$ cat src/rtl/rce_encode_sequencer.sv
// Single-clock control sequencer for the parallel RCE encoder: gates serial message
// loading, strobes the encoding units per chunk, then drives the parity transmit phase.
module rce_encode_sequencer #(
  parameter int K      = 1024,
  parameter int K_N    = 256,
  parameter int LMLA   = 256,
  parameter int NCHUNK = 4,
  parameter int FSEL_W = 2,
  parameter int BCNT_W = 8,
  parameter int PCNT_W = 8
) (
  input  logic              clk,
  input  logic              rst,
  input  logic              start,
  input  logic              datavalid,
  output logic              ready,
  output logic              sm,
  output logic              acc_clr,
  output logic              en,
  output logic [FSEL_W-1:0] f_sel,
  output logic              p_en,
  output logic              t_en,
  output logic              done,
  output logic              overrun_err
);

  // The last chunk index follows the message length, bounded by the f_sel range.
  localparam int LAST_CHUNK = ((K / LMLA) < NCHUNK) ? (K / LMLA) - 1 : NCHUNK - 1;

  typedef enum logic [2:0] {
    S_IDLE,
    S_CLR,
    S_LOAD,
    S_ENC,
    S_PLOAD,
    S_PTX,
    S_DONE
  } state_t;

  state_t              state_q, state_d;
  logic [BCNT_W-1:0]   bit_cnt_q, bit_cnt_d;
  logic [FSEL_W-1:0]   chunk_q, chunk_d;
  logic [PCNT_W-1:0]   p_cnt_q, p_cnt_d;

  always_ff @(posedge clk) begin
    if (rst) begin
      state_q   <= S_IDLE;
      bit_cnt_q <= '0;
      chunk_q   <= '0;
      p_cnt_q   <= '0;
    end else begin
      state_q   <= state_d;
      bit_cnt_q <= bit_cnt_d;
      chunk_q   <= chunk_d;
      p_cnt_q   <= p_cnt_d;
    end
  end

  always_comb begin
    state_d   = state_q;
    bit_cnt_d = bit_cnt_q;
    chunk_d   = chunk_q;
    p_cnt_d   = p_cnt_q;
    ready     = 1'b0;
    sm        = 1'b0;
    acc_clr   = 1'b0;
    en        = 1'b0;
    p_en      = 1'b0;
    t_en      = 1'b0;
    done      = 1'b0;

    case (state_q)
      S_IDLE: begin
        ready = 1'b1;
        if (start) state_d = S_CLR;
      end
      S_CLR: begin
        acc_clr   = 1'b1;
        bit_cnt_d = '0;
        chunk_d   = '0;
        state_d   = S_LOAD;
      end
      S_LOAD: begin
        sm = datavalid;
        if (datavalid) begin
          if (bit_cnt_q == BCNT_W'(LMLA - 1)) begin
            bit_cnt_d = '0;
            state_d   = S_ENC;
          end else begin
            bit_cnt_d = bit_cnt_q + 1'b1;
          end
        end
      end
      S_ENC: begin
        en = 1'b1;
        // chunk stays at its final value through the parity phase so f_sel is stable.
        if (chunk_q == FSEL_W'(LAST_CHUNK)) begin
          state_d = S_PLOAD;
        end else begin
          chunk_d = chunk_q + 1'b1;
          state_d = S_LOAD;
        end
      end
      S_PLOAD: begin
        p_en    = 1'b1;
        p_cnt_d = '0;
        state_d = S_PTX;
      end
      S_PTX: begin
        t_en = 1'b1;
        if (p_cnt_q == PCNT_W'(K_N - 1)) begin
          p_cnt_d = '0;
          state_d = S_DONE;
        end else begin
          p_cnt_d = p_cnt_q + 1'b1;
        end
      end
      S_DONE: begin
        done    = 1'b1;
        chunk_d = '0;
        state_d = S_IDLE;
      end
      default: state_d = S_IDLE;
    endcase
  end

  assign f_sel = chunk_q;
  // A valid bit anywhere but LOAD is dropped; flag it so upstream can detect the loss.
  assign overrun_err = datavalid && (state_q != S_LOAD);

endmodule

$ cat config.mk
export PLATFORM = sky130hd
export DESIGN_NAME = rce_encode_sequencer
export DESIGN_NICKNAME = d
export VERILOG_FILES = /design/src/rtl/rce_encode_sequencer.sv
export SDC_FILE = /design/constraint.sdc
export NUM_CORES = 1
export LEC_CHECK = 0
export ABC_AREA = 1
export CAP_MARGIN = 20
export CORE_MARGIN = 3
export CORE_UTILIZATION = 45
export DETAILED_ROUTE_END_ITERATION = 10
export HOLD_SLACK_MARGIN = 0.02
export PLACE_DENSITY_LB_ADDON = 0.05
export REMOVE_ABC_BUFFERS = 1
export SLEW_MARGIN = 20
export SYNTH_ARGS = -nofsm -noshare
export SYNTH_HDL_FRONTEND = slang
export SYNTH_SLANG_ARGS = --single-unit
export TNS_END_PERCENT = 1
$ cat constraint.sdc
create_clock -name clk -period 1.3 [get_ports clk]
set_clock_uncertainty 0.1 [all_clocks]
set_input_delay 0.325 -clock clk [delete_from_list [all_inputs] [get_ports clk]]
set_output_delay 0.325 -clock clk [all_outputs]
set_load 0.01 [all_outputs]
## Word level (Yosys, flattened, before mapping)

Cells that the tools add are included.

- Flip-flop bits (word level): 21
- Output and inout port bits: 10

- Add/subtract/negate cells: 3
- Equality and inequality tests: 15
- Reductions and logical operators: 9
- Multiplexer cells: 20

Operators with widths:

| operator | number |
|---|---|
| $pmux 8 s2 | 2 |
| $mux 8 | 3 |
| $pmux 3 s6 | 1 |
| $add 8x1->8 const B | 2 |
| $eq 8x8->1 const B | 2 |
| $mux 3 | 5 |
| $ne 2x2->1 const B | 5 |
| $eq 3x3->1 const B | 3 |
| $mux 1 | 7 |
| $eq 3x2->1 const B | 2 |
| $reduce_bool 2->1 | 3 |
| $pmux 2 s2 | 1 |
| $reduce_and 2->1 | 2 |
| $reduce_and 4->1 | 1 |
| $eq 3x1->1 const B | 1 |
| $logic_not 3->1 | 1 |
| $ne 3x2->1 const B | 1 |
| $add 2x1->2 const B | 1 |
| $eq 2x2->1 const B | 1 |
| $mux 2 | 1 |
| $reduce_or 2->1 | 1 |
| $logic_and 1x1->1 | 1 |

## Depth between registers and ports, before layout

- Depth after elaboration: 4
- Depth in mapped cells: 10
- Mapped depth without buffers: 10

## Least setup slack after synthesis

OpenSTA, ideal clock, no wires.

- Kind: register to register
- From: register p_cnt_q[0]
- To: register state_q[1]
- Required time: 1,087 ps
- Clock period less this slack: 1,384 ps
- Data arrival time: 1,172 ps
- Setup slack: -84 ps
- Stages on the path, launching flop included: 9
- Cells stage by stage: dfxtp_1 ha_1 nand2_1 nor2_1 nand2_1 nand2_1 nand3_1 nor2_1 nor2_1

- Longest elaborated chain between the ends: 3

Ends and longest elaborated chain:

| what | line | source |
|---|---|---|
| from (decl) | 43 | `logic [PCNT_W-1:0] p_cnt_q, p_cnt_d;` |
| from (signal assigned) | 55 | `p_cnt_q <= p_cnt_d;` |
| $eq 8x8->1 | 111 | `if (p_cnt_q == PCNT_W'(K_N - 1)) begin` |
| $ne 2x2->1 (no line) | - |  |
| $reduce_and 4->1 (no line) | - |  |
| to (signal assigned) | 52 | `state_q <= state_d;` |
| to (decl) | 40 | `state_t state_q, state_d;` |

Every way passes these cells.
A chain may end at the register's enable or synchronous reset.

## Worst setup path after layout

- From: register state_q[2]
- To: output port overrun_err

- Longest elaborated chain between the ends: 2

Ends and longest elaborated chain:

| what | line | source |
|---|---|---|
| $ne 3x2->1 | 129 | `assign overrun_err = datavalid && (state_q != S_LOAD);` |
| $logic_and 1x1->1 | 129 |  |
| to (decl) | 24 | `output logic overrun_err` |

Every way passes these cells.

==> results.sh <==
export IMPL_synth_compound_area_share_pct=9.90
export IMPL_pin_count=14
export IMPL_fin_cells=264
export IMPL_drt_iter0_drc=34
export IMPL_worstHoldPathCells=2
export IMPL_min_to="bit_cnt_q[2]$_SDFFE_PP0P_"
export IMPL_highest_layer="met4"
export IMPL_syn_avg_cell_area_sq_um=6.49
export IMPL_slew_headroom_pct=80.0
export IMPL_hp_class="flip-flop to flip-flop"
export IMPL_synth_cells=179
export IMPL_report_final_setup_viol=24
export IMPL_grt_overflow_total=0
export IMPL_path_clk_slew_ps=120
export IMPL_diodes=0
export IMPL_r2r_worst_path_cells=12
export IMPL_drv_cap=0
export IMPL_yosys_area_share_adder_pct=3.23
export IMPL_worst_pin_slew_ps=300
export IMPL_synth_top_family_by_area="simple AND/OR/NAND/NOR gates"
export IMPL_rsz0062_at_grt="true"
export IMPL_clockRootBuffer="clkbuf_4"
export IMPL_grtUsageTotal_pct=20.5
export IMPL_p_clk_share_pct=13.4
export IMPL_ant_nets=0
export IMPL_hpwl_mm=2.25
export IMPL_grt_pass1_wl_mm=5.24
export IMPL_synthMuxAreaShare_pct=0
export IMPL_failed_checks="setup timing"
export IMPL_drive_above_1_share_pct=40.7
export IMPL_max_freq_ghz=0.624
export IMPL_critPathKind="flip-flop to primary output"
export IMPL_first_global_vias=1217
export IMPL_initial_utilization_pct=49.7
export IMPL_synthXorXnorAreaFrac_pct=1.51
export IMPL_p_switching_uw=916
export IMPL_die_x_um=56.8
export IMPL_core_sq_um=2340
export IMPL_power_frac_seq_pct=34.1
export IMPL_viasPerCell=4.91
export IMPL_routed_wl_mm=3.00
export IMPL_fp_row_count=17
export IMPL_syn_area_sq_um=1160
export IMPL_ys_types=23
export IMPL_met3_length_um=66
export IMPL_setup_tns_final_ps=-3130
export IMPL_cp_start_kind="flip-flop"
export IMPL_crit_path_end_kind="primary output"
export IMPL_r2r_start="state_q[2]$_SDFFE_PP0P_"
export IMPL_synth_seq_cells=21
export IMPL_routedWlPerCell_um=11.4
export IMPL_numPortBuffers=13
export IMPL_grt_max_degree=12
export IMPL_ff2ff_setup_slack_ps=-160
export IMPL_cp_data_arrival_time_ps=1180
export IMPL_gp_routability_congestion=0.880
export IMPL_clock_path_buffers=2
export IMPL_cts_tree="built"
export IMPL_cts_buffers=3
export IMPL_syn_to_final_growth_pct=52.6
export IMPL_path_max_fanout=4
export IMPL_dr_pass1_iters=6
export IMPL_required_ps=880
export IMPL_r2r_end="bit_cnt_q[4]$_SDFFE_PP0P_"
export IMPL_vias=1297
export IMPL_clk_latency_ps=300
export IMPL_period_share_pct=123
export IMPL_p_per_area_nw_per_um2=1350
export IMPL_antenna_found_initial=0
export IMPL_synth_simple_area_share_pct=40.2
export IMPL_cts_htree_levels=1
export IMPL_met1_length_mm=1.32
export IMPL_p_int_uw=1480
export IMPL_min_period_ps=1600
export IMPL_cts_sinks=21
export IMPL_die_y_um=56.8
export IMPL_drc=0
export IMPL_hp_start="bit_cnt_q[2]$_SDFFE_PP0P_"
export IMPL_setup_ws_ps=-302
export IMPL_status="complete, but fails checks"
export IMPL_p_comb_share_pct=52.5
export IMPL_hold_ws_ps=398
export IMPL_ys_seq_area_share_pct=36.2
export IMPL_dr_wl_met2_mm=1.56
export IMPL_hold_violations=0
export IMPL_placed_cells=257
export IMPL_final_nets=244
export IMPL_final_max_slew_viol_count=0
export IMPL_irDropWorstVdd_v=0.00115
export IMPL_netSwitchingFraction_pct=38.2
export IMPL_dieArea_sq_um=3230
export IMPL_ys_warn_count=0
export IMPL_p_leak_uw=0.000795
==> final cells by class <==
class,count,area [sq um]
Tap cell,28,35.0
Fill cell,179,566
Multi-Input combinational cell,132,741
Timing Repair Buffer,55,440
Sequential cell,21,437
Clock buffer,4,26.3
Inverter,24,95.1
==> cell usage after synthesis <==
library cell  count  area [sq um]
dfxtp_1          21           420
nand4_1           2          12.5
nor2_2            2          12.5
a211oi_1          2          15.0
nor3b_1           1          7.51
inv_2             4          15.0
buf_6             1          11.3
nor3_2            1          10.0
and3_1            1          6.26
nand3_1          16          80.1
ha_1              3          37.5
xor2_1            2          17.5
nor3_1            3          15.0
nor2_1           28           105
o211a_1           1          10.0
a21oi_1          12          60.1
nor2_4            1          11.3
inv_1            20          75.1
buf_1             1          3.75
o21ai_0           6          30.0
nand2_2           3          18.8
nand2_1          47           176
nand2_4           1          11.3
==> logic make-up (layout without fill, tap and decap cells) <==
logic type,after synthesis,count (layout)
AOI/OAI and AO/OA,21,21
xor gates and xnor gates,2,2
adders and majority gates,3,3
buffers and inverters,26,83
DFF,21,21
and+or+nand+nor,106,106
==> metrics by stage <==
stage	utilization, %	setup WS (ps)	cell area, sq um	power [uW]
after CTS	72.7	-304	1700	2290
after global routing	75.8	-357	1770	2560
after global placement	68.6	-626	1610	1780
after detailed placement	68.6	-692	1610	1810
final	75.8	-302	1770	2400
after floorplan	-	-84.5	1150	1270
==> critical path, stage by stage (launching register included) <==
cell     delay (ps)
dfxtp_2         360
inv_4            80
nand2_4          50
nor2_4          100
buf_6           120
nor2_4           30
buf_6           120
==> timing repair <==
item | CTS | global route
hold buffers | 0 | 0
endpoints found under the setup margin | 28 | 27
gates resized for setup | 70 | 25
setup buffers | 3 | 0
pin swaps | 4 | 2
endpoints found under the hold margin | 0 | 0
==> cells in the final DEF, fill, tap and decap left out, types with 6 or more instances in the layout <==
cell type,n
nand2_1,42
buf_4,35
nor2_1,24
inv_1,16
nand3_1,15
dfxtp_1,12
buf_6,10
a21oi_1,9
dfxtp_2,7
buf_2,7
inv_2,6
==> flip-flops by register name, indices dropped and copies added (netlist names) <==
| register | flops |
|---|---|
| bit_cnt_q | 8 |
| f_sel | 2 |
| p_cnt_q | 8 |
| state_q | 3 |
==> worst max-delay path by stage <==
stage	slack (ps)	startpoint	to
2_1_floorplan	-80	p_cnt_q[0]$_SDFFE_PP0P_	state_q[1]$_SDFFE_PP0P_
3_3_place_gp	-630	datavalid	overrun_err
3_5_place_dp	-690	datavalid	overrun_err
4_1_cts	-300	state_q[2]$_SDFFE_PP0P_	overrun_err
5_1_grt	-360	state_q[2]$_SDFFE_PP0P_	overrun_err
6_report	-300	state_q[2]$_SDFFE_PP0P_	overrun_err
==> per-layer routing <==
metal  vias up  GRT usage (%)
met5         -              0
met4         0           6.95
met3         6           3.91
met2        15           38.3
met1       586           22.7
li1        690              -
==> power groups by stage <==
stage               Clock (uW)  Combinational [uW]  Sequential (uW)
detailed placement           0                1030              788
CTS                        336                1140              809
global route               367                1360              831
global placement             0                 996              785
finish                     321                1260              818
floorplan                    0                 472              799
(Power assumes the default switching activity.)
